--- src/rtl/fetch_ctrl_pkg.sv ---
// fetch_ctrl_pkg
//   Shared types and constants for the fetch-stage PC sequencing controller.
//   - state_t  : controller states (IDLE, FETCH, HALTED)
//   - rclass_t : redirect class; the numeric order equals redirect priority,
//                so a plain magnitude compare selects the stronger redirect.
//   - DEF_*    : default reset / exception vectors.
package fetch_ctrl_pkg;

    typedef enum logic [1:0] {
        IDLE   = 2'd0,
        FETCH  = 2'd1,
        HALTED = 2'd2
    } state_t;

    typedef enum logic [2:0] {
        RC_NONE = 3'd0,
        RC_JMP  = 3'd1,
        RC_BR   = 3'd2,
        RC_ERET = 3'd3,
        RC_EXC  = 3'd4
    } rclass_t;

    localparam logic [31:0] DEF_RESET_VECTOR = 32'h0000_0000;
    localparam logic [31:0] DEF_EXC_VECTOR   = 32'h0000_0080;

endpackage

--- src/rtl/fetch_redirect_sel.sv ---
// fetch_redirect_sel
//   Combinational redirect arbiter. Classifies the live redirect inputs
//   (exc > eret > branch > jump) and picks the stronger of the live redirect
//   and the buffered pending redirect; a live redirect wins a tie.
//   Ports:
//     i_exc, i_eret            exception / return requests
//     i_br_taken, i_br_target  taken branch and its target
//     i_jmp_valid, i_jmp_target jump and its target
//     i_epc                    current exception PC (eret target)
//     i_pend_valid/class/target buffered redirect entry
//     o_live_wins              a live redirect exists and beats the pending one
//     o_win_class/o_win_target winning redirect (RC_NONE if none at all)
module fetch_redirect_sel
    import fetch_ctrl_pkg::*;
#(
    parameter int unsigned               WORD_SIZE  = 32,
    parameter logic [WORD_SIZE-1:0]      EXC_VECTOR = WORD_SIZE'(DEF_EXC_VECTOR)
) (
    input  logic                 i_exc,
    input  logic                 i_eret,
    input  logic                 i_br_taken,
    input  logic [WORD_SIZE-1:0] i_br_target,
    input  logic                 i_jmp_valid,
    input  logic [WORD_SIZE-1:0] i_jmp_target,
    input  logic [WORD_SIZE-1:0] i_epc,
    input  logic                 i_pend_valid,
    input  logic [2:0]           i_pend_class,
    input  logic [WORD_SIZE-1:0] i_pend_target,
    output logic                 o_live_wins,
    output logic [2:0]           o_win_class,
    output logic [WORD_SIZE-1:0] o_win_target
);

    rclass_t              w_live_class;
    logic [WORD_SIZE-1:0] w_live_target;
    rclass_t              w_pend_class;

    always_comb begin
        w_live_class  = RC_NONE;
        w_live_target = '0;
        if (i_exc) begin
            w_live_class  = RC_EXC;
            w_live_target = EXC_VECTOR;
        end else if (i_eret) begin
            w_live_class  = RC_ERET;
            w_live_target = i_epc;
        end else if (i_br_taken) begin
            w_live_class  = RC_BR;
            w_live_target = i_br_target;
        end else if (i_jmp_valid) begin
            w_live_class  = RC_JMP;
            w_live_target = i_jmp_target;
        end
    end

    always_comb begin
        w_pend_class = i_pend_valid ? rclass_t'(i_pend_class) : RC_NONE;
        o_live_wins  = (w_live_class != RC_NONE) && (w_live_class >= w_pend_class);
        o_win_class  = o_live_wins ? w_live_class  : w_pend_class;
        o_win_target = o_live_wins ? w_live_target : i_pend_target;
    end

endmodule

--- src/rtl/fetch_ctrl.sv ---
// fetch_ctrl
//   Sequencing controller for the PC register. Every cycle it chooses the
//   value the PC loads (pc_next) and whether it holds (pc_halt), based on the
//   instruction-memory handshake, hazard stall, redirects and halt request.
//   One redirect arriving while the PC cannot advance is buffered; the
//   exception PC is kept in epc.
//   Ports:
//     clk, rst_n               clock, asynchronous active-low reset
//     pc_cur                   current PC register value
//     pc_next, pc_halt         PC register load value / hold
//     imem_req, imem_ready     fetch request for pc_cur / instruction available
//     fetch_valid              instruction at pc_cur is consumed
//     stall                    hazard stall
//     br_taken/br_target, jmp_valid/jmp_target, exc, eret  redirects
//     halt_req                 stop fetching until reset
//     epc                      exception PC register
module fetch_ctrl
    import fetch_ctrl_pkg::*;
#(
    parameter int unsigned          WORD_SIZE    = 32,
    parameter logic [WORD_SIZE-1:0] RESET_VECTOR = WORD_SIZE'(DEF_RESET_VECTOR),
    parameter logic [WORD_SIZE-1:0] EXC_VECTOR   = WORD_SIZE'(DEF_EXC_VECTOR)
) (
    input  logic                 clk,
    input  logic                 rst_n,
    input  logic [WORD_SIZE-1:0] pc_cur,
    output logic [WORD_SIZE-1:0] pc_next,
    output logic                 pc_halt,
    output logic                 imem_req,
    input  logic                 imem_ready,
    output logic                 fetch_valid,
    input  logic                 stall,
    input  logic                 br_taken,
    input  logic [WORD_SIZE-1:0] br_target,
    input  logic                 jmp_valid,
    input  logic [WORD_SIZE-1:0] jmp_target,
    input  logic                 exc,
    input  logic                 eret,
    input  logic                 halt_req,
    output logic [WORD_SIZE-1:0] epc
);

    state_t               r_state;
    logic                 r_pend_valid;
    rclass_t              r_pend_class;
    logic [WORD_SIZE-1:0] r_pend_target;
    logic [WORD_SIZE-1:0] r_epc;

    logic                 w_live_wins;
    logic [2:0]           w_win_class;
    logic [WORD_SIZE-1:0] w_win_target;
    logic                 w_advance;

    // The same arbiter result serves both paths: on advance it is the
    // redirect to apply; on a blocked cycle it is exactly what the pending
    // entry should hold (live if it wins, otherwise the existing entry).
    fetch_redirect_sel #(
        .WORD_SIZE  (WORD_SIZE),
        .EXC_VECTOR (EXC_VECTOR)
    ) u_sel (
        .i_exc         (exc),
        .i_eret        (eret),
        .i_br_taken    (br_taken),
        .i_br_target   (br_target),
        .i_jmp_valid   (jmp_valid),
        .i_jmp_target  (jmp_target),
        .i_epc         (r_epc),
        .i_pend_valid  (r_pend_valid),
        .i_pend_class  (r_pend_class),
        .i_pend_target (r_pend_target),
        .o_live_wins   (w_live_wins),
        .o_win_class   (w_win_class),
        .o_win_target  (w_win_target)
    );

    assign w_advance = (r_state == FETCH) && imem_ready && !stall && !halt_req;
    assign epc       = r_epc;

    always_ff @(posedge clk or negedge rst_n) begin
        if (!rst_n) begin
            r_state       <= IDLE;
            r_pend_valid  <= 1'b0;
            r_pend_class  <= RC_NONE;
            r_pend_target <= '0;
            r_epc         <= '0;
        end else begin
            case (r_state)
                IDLE: r_state <= FETCH;
                FETCH: begin
                    if (halt_req) begin
                        r_state      <= HALTED;
                        r_pend_valid <= 1'b0;
                        r_pend_class <= RC_NONE;
                    end else begin
                        if (w_advance) begin
                            r_pend_valid <= 1'b0;
                            r_pend_class <= RC_NONE;
                        end else if (w_live_wins) begin
                            r_pend_valid  <= 1'b1;
                            r_pend_class  <= rclass_t'(w_win_class);
                            r_pend_target <= w_win_target;
                        end
                        // exc is top priority, so it is always either
                        // applied or latched here.
                        if (exc) begin
                            r_epc <= pc_cur;
                        end
                    end
                end
                HALTED: r_state <= HALTED;
                default: r_state <= IDLE;
            endcase
        end
    end

    always_comb begin
        pc_next     = pc_cur;
        pc_halt     = 1'b1;
        imem_req    = 1'b0;
        fetch_valid = 1'b0;
        case (r_state)
            IDLE: begin
                pc_next = RESET_VECTOR;
                pc_halt = 1'b0;
            end
            FETCH: begin
                imem_req = 1'b1;
                if (w_advance) begin
                    pc_halt     = 1'b0;
                    fetch_valid = !r_pend_valid;
                    pc_next     = (rclass_t'(w_win_class) != RC_NONE) ? w_win_target
                                                                      : pc_cur + WORD_SIZE'(4);
                end
            end
            default: ;
        endcase
    end

endmodule

--- config.mk ---
export PLATFORM = sky130hd
export DESIGN_NAME = fetch_ctrl
export DESIGN_NICKNAME = d
export VERILOG_FILES = /design/src/rtl/fetch_ctrl_pkg.sv /design/src/rtl/fetch_redirect_sel.sv /design/src/rtl/fetch_ctrl.sv
export SDC_FILE = /design/constraint.sdc
export NUM_CORES = 1
export LEC_CHECK = 0
export CAP_MARGIN = 10
export CORE_MARGIN = 8
export CORE_UTILIZATION = 51
export CTS_CLUSTER_SIZE = 24
export DETAILED_ROUTE_END_ITERATION = 16
export PLACE_DENSITY_LB_ADDON = 0.08
export SYNTH_ARGS = -nofsm -noshare
export SYNTH_HDL_FRONTEND = slang
export SYNTH_HIERARCHICAL = 1
export SYNTH_SLANG_ARGS = --single-unit
--- constraint.sdc ---
create_clock -name clk -period 9.5 [get_ports clk]
set_input_delay 1.425 -clock clk [delete_from_list [all_inputs] [get_ports clk]]
set_output_delay 1.425 -clock clk [all_outputs]
set_load 0.02 [all_outputs]
==> results.py <==
metrics = {
    "run_status": {
        "status": "finished clean",
    },
    "sta": {
        "finalHoldViolCount": 0,
        "rsz0062_at_grt": "false",
        "setup_viol": 0,
        "finalCriticalPeriod_ns": 7.81,
        "max_freq_ghz": 0.128,
        "clock_skew_ns": 0.00332,
        "relSlewSlack": 0.234,
        "maxSlewViolCount": 0,
        "setup-tns-final_ns": 0,
        "fin_crit_sh": 0.822,
        "tightest_slew_ns": 1.15,
    },
    "logic_synthesis": {
        "ys_warn_count": 6,
        "syn_area_um2": 5420,
        "synthMuxAreaShare": 0.233,
        "synthArstFlopShare": 1.00,
        "synthAdderAreaFrac": 0.0138,
        "synth_edf_count": 0,
        "synthXorXnorAreaFrac": 0,
        "synth_top_family_by_area": "multiplexers",
        "synth.avg_cell_area_um2": 9.72,
        "syn_inst": 558,
        "synthesis.nets": 669,
        "synthFlopType": "dfrtp_1",
        "synth-seq-cells": 70,
        "yosysSeqAreaShare": 0.323,
        "synth_compound_gate_area_share": 0.180,
        "yosys.cell_types.count": 60,
        "synthSimpleGateAreaFrac": 0.198,
    },
    "die": {
        "rows": 37,
        "die-area_um2": 14200,
        "ios": 172,
        "core_um2": 10300,
        "chipHeight_um": 119,
        "start_util": 0.525,
        "die_x_um": 119,
    },
    "setup_path": {
        "cp-end-kind": "output port",
        "critical_path_peak_fanout": 36,
        "cp.required_ns": 8.08,
        "crit_arrival_ns": 6.39,
        "worst-setup-path-type": "input port to output port",
        "slowest_stage": "or3_1",
        "path_cells": "clkdlybuf4s50_1 -> buf_4 -> nor2b_2 -> o21bai_1 -> ha_1 -> nor2b_1 -> o21ai_1 -> o41ai_4 -> buf_4 -> mux2i_1 -> or3_1 -> nor2_1 -> nand3_1 -> o311ai_0 -> clkdlybuf4s50_1",
        "cp-start-kind": "input port",
        "slowest_delay_ns": 0.83,
        "regToRegSetupSlack_ns": 6.52,
    },
    "global_route": {
        "track_usage": 0.241,
        "antenna_found_initial": 0,
        "grt_pass1_wl_um": 28000,
        "grt_pass1_vias": 5380,
        "grt_start_max_net_pins": 71,
        "overflow": 0,
    },
    "clock_network": {
        "cts_tree": "done",
        "clock_latency_ns": 0.35,
        "clk_pin_slew_ns": 0.07,
        "postCtsResizedCells": 0,
        "ctsHoldBuffers": 0,
        "cts_buffers": 9,
        "post_cts_buffers": 0,
        "max-clock-path-buffers": 2,
        "cts_htree_levels": 3,
        "cts_sinks": 70,
        "clockRootBuffer": "clkbuf_8",
    },
    "power": {
        "power_density_nw_per_um2": 243,
        "leakage_nw": 2.92,
        "peakVddDrop_mv": 0.128,
        "p_total_mw": 1.77,
    },
    "drt": {
        "wl_per_cell_um": 20.7,
        "remaining_drc_errors": 0,
        "final_antenna_net_count": 0,
        "firstDrtPassIters": 5,
        "vias": 5215,
        "drtIter0Drc": 400,
        "routed_wirelength_um": 17400,
        "via_per_inst": 6.20,
    },
    "place": {
        "portBuffers": 171,
        "gp_congestion": 0.815,
        "dpl_cell_area_um2": 7110,
        "dp_hpwl_um": 12300,
    },
    "finish": {
        "drive_above_1_share": 0.197,
        "final_area_um2": 7270,
        "nets": 811,
        "syn2layout_area_growth_pct": 34.1,
        "diodes": 0,
    },
    "hold_path": {
        "hp-class": "register to register",
    },
    "flow_run": {
        "drv_cap": 0,
    },
}
## stage by stage
step | instances | hold WS (ns) | worst slack, ns | util
finish | 841 | 0.508 | 1.69 | 0.704
global route | 841 | 0.529 | 1.38 | 0.704
CTS | 841 | 0.510 | 1.73 | 0.704
detailed placement | 825 | 0.493 | 1.74 | 0.689
global placement | 825 | 0.484 | 1.97 | 0.689
floorplan | 558 | 0.466 | 3.17 | -
## synth_stat cells, types with 5 or more instances
cell type,n,area share
ha_1,6,0.014
nand2b_1,6,0.0069
clkbuf_1,23,0.016
nand2_1,33,0.023
a221oi_1,32,0.052
a31oi_1,6,0.0069
mux2_4,26,0.072
and3_1,5,0.0058
or3_1,5,0.0058
buf_1,5,0.0035
nor2_1,23,0.016
nand4_1,8,0.0092
buf_6,5,0.010
o211ai_1,6,0.0083
nor2b_1,34,0.039
a21oi_1,19,0.018
nor3_1,34,0.031
mux2_2,74,0.15
buf_2,11,0.010
o21ai_0,21,0.019
a22oi_1,7,0.0097
nand3_1,25,0.023
dfrtp_1,70,0.32
a22o_1,7,0.011
## placed cells by master (no fill, tap or decap), types with 10 or more instances in the layout
cell type	instances
nor3_1	33
a221oi_1	32
mux2_2	74
buf_4	10
clkdlybuf4s50_1	168
nor2b_1	33
dfrtp_1	70
nor2_1	23
a21oi_1	19
nand2_1	33
clkbuf_8	10
o21ai_0	21
nand3_1	25
mux2_4	26
## critical path: cells and delay by family
kind,cells,cell delay [ns]
mux,1,0.22
compound gates,4,0.87
simple gates,5,1.56
fa+ha+maj,1,0.26
buf+inv,4,2.00
## power by group
part	internal [mW]	switching, mW
clock network	0.102	0.112
registers	0.434	0.0887
logic	0.524	0.507
total	1.06	0.708
## final cells by class
cell class                 instances  area [um^2]
clock inverter                     1         5.00
timing repair buffer             180         1770
fill                             803         3050
inverter                           5         18.8
multi-input combinational        434         3400
sequential                        70         1750
clock buffer                      15          156
tap                              136          170
## state kept, by name, indices dropped and copies added (netlist names)
register	flops
r_pend_class	3
r_pend_target	32
r_pend_valid	1
r_state	2
epc	32
## worst paths after layout
check,startpoint,end,depth (start not counted)
setup / recovery,br_taken,pc_next[23],15
hold / removal,r_pend_target[2],r_pend_target[2],1
setup reg to reg,r_pend_valid,r_pend_target[7],10
hold reg to reg,r_pend_target[2],r_pend_target[2],1
max in group asynchronous,rst_n,epc[4],1
min in group asynchronous,rst_n,epc[18],1
## logic make-up (layout without fill, tap and decap cells)
group / count (synthesis) / after routing
flip-flops: 70 / 70
AO/OA/AOI/OAI: 131 / 131
buffers and inverters: 54 / 201
AND/OR/NAND/NOR: 193 / 193
multiplexers: 104 / 104
adder cells (fa/ha/maj): 6 / 6
## metal layers
layer  wire length [um]  GRT usage  vias to the layer above
li1                   -          -                     2421
met1               7360      0.298                     2520
met2               8430      0.404                      242
met3               1330     0.0595                       32
met4                275     0.0727                        0
met5                  0          0                        -
Power figures use the tool's default switching activity.
==> patch, RTL diff (same settings) <==
The 3 states of `state_t` get a one-hot encoding in 3 bits.
--- a/src/rtl/fetch_ctrl_pkg.sv
+++ b/src/rtl/fetch_ctrl_pkg.sv
@@ -6,10 +6,10 @@
 //   - DEF_*    : default reset / exception vectors.
 package fetch_ctrl_pkg;
 
-    typedef enum logic [1:0] {
-        IDLE   = 2'd0,
-        FETCH  = 2'd1,
-        HALTED = 2'd2
+    typedef enum logic [2:0] {
+        IDLE   = 3'b001,
+        FETCH  = 3'b010,
+        HALTED = 3'b100
     } state_t;
 
     typedef enum logic [2:0] {
Formal check against the unedited RTL: same outputs for any inputs over 4 cycles, from zero or initial values and one cycle with rst_n low; so few cycles prove little.
==> patch against the original RTL <==
Sequential share of layout area rose by 0.32 points; non-clock buffer count shrank 1; power up 6.3%; synthesized area rose by 0.39%; routed wire length up 6.7%; sequential cell count is 1 higher; design area rose by 0.19%; worst setup slack worse by 0.11 ns; combinational power rose by 4%; critical path type unchanged.
==> patch: results (changes against the original RTL) <==
metric,value,unit,change
internal_power,1090,uW,+2.7%
r2r_slack,6.60,ns,+0.08 ns
hpwlAfterDp,13100,um,+6.5%
r2r_cells,12,,+2
synth.distinct_cells,69,,+15%
gp_congestion,0.883,,+8.3%
wl_met1,8080,um,+9.8%
rr_endpoint,r_pend_target[28],,
portBuffers,171,,unchanged
power.leakage,0.00305,uW,+4.2%
synth_fp_nets,740,,+11%
combPwrFrac,0.572,,-0.011
placed_cell_area,7090,um^2,-0.21%
cp_slowest_cell,clkdlybuf4s50_1,,
dp_slack,1.66,ns,-0.0850 ns
skew,0.00549,ns,+0.00218 ns
grtUsageMet3,0.0609,,+0.00142
synthTopCellsByCount,"nand2_1 (123), dfrtp_1 (70), nor3_1 (38)",,
grt_pass1_wl,29400,um,+4.8%
route.met3.wl,1530,um,+15%
irDropWorstVdd,133,uV,+3.9%
layout-drive-gt1-share,0.138,,-0.0596
grt_max_degree,72,,+1.4%
nets,882,,+8.8%
min_from,r_pend_target[3],,
antenna_found_initial,0,,unchanged
netlist_top_cells_area,"dfrtp_1 (32%), nand2_1 (8.5%), mux2_2 (7.4%), mux2_4 (7.2%), a221oi_1 (5.3%)",,
wl_per_cell,20.3,um,-1.9%
outcome,"complete, no violations",,
holdPathStages,2,,+1
wl_met2,8690,um,+3.0%
finalCritPeriodShare,0.834,,+0.0119
diodes,0,,unchanged
ys_seq_area_frac,0.327,,+0.00356
placedCellCount,898,,+8.8%
maxSlewHeadroom,0.193,,-0.0415
crit_path_max_incr_delay,0.66,ns,-0.17 ns
worst_hold_slack,0.480,ns,-0.0281 ns
grt_use_met2,0.408,,+0.00386
p_clk,251,uW,+17%
design_area,7280,um^2,+0.19%
via_count,5612,,+7.6%
## patch: cells by family after synthesis
family          share of synthesized area
simple gates                        0.268
mux                                 0.152
xor+xnor                          0.00161
buf+inv                            0.0582
compound gates                      0.184
fa+ha+maj                         0.00920
flops                               0.327
## patch: final cells by class
| cell class | instances | share of cell area |
|---|---|---|
| Multi-Input combinational cell | 504 | 0.460 |
| Sequential cell | 71 | 0.244 |
| Timing Repair Buffer | 179 | 0.242 |
| Tap cell | 136 | 0.0234 |
| Clock buffer | 12 | 0.0199 |
| Clock inverter | 4 | 0.00618 |
| Inverter | 8 | 0.00481 |
## patch: worst max-delay path by stage
stage,slack (ns),depth (start not counted),to,startpoint
floorplan,3.02,15,pc_next[25],br_taken
global placement,1.81,15,pc_next[26],br_taken
detailed placement,1.66,15,pc_next[26],br_taken
CTS,1.66,16,pc_next[16],br_taken
global route,1.27,16,pc_next[16],br_taken
finish,1.57,16,pc_next[16],br_taken
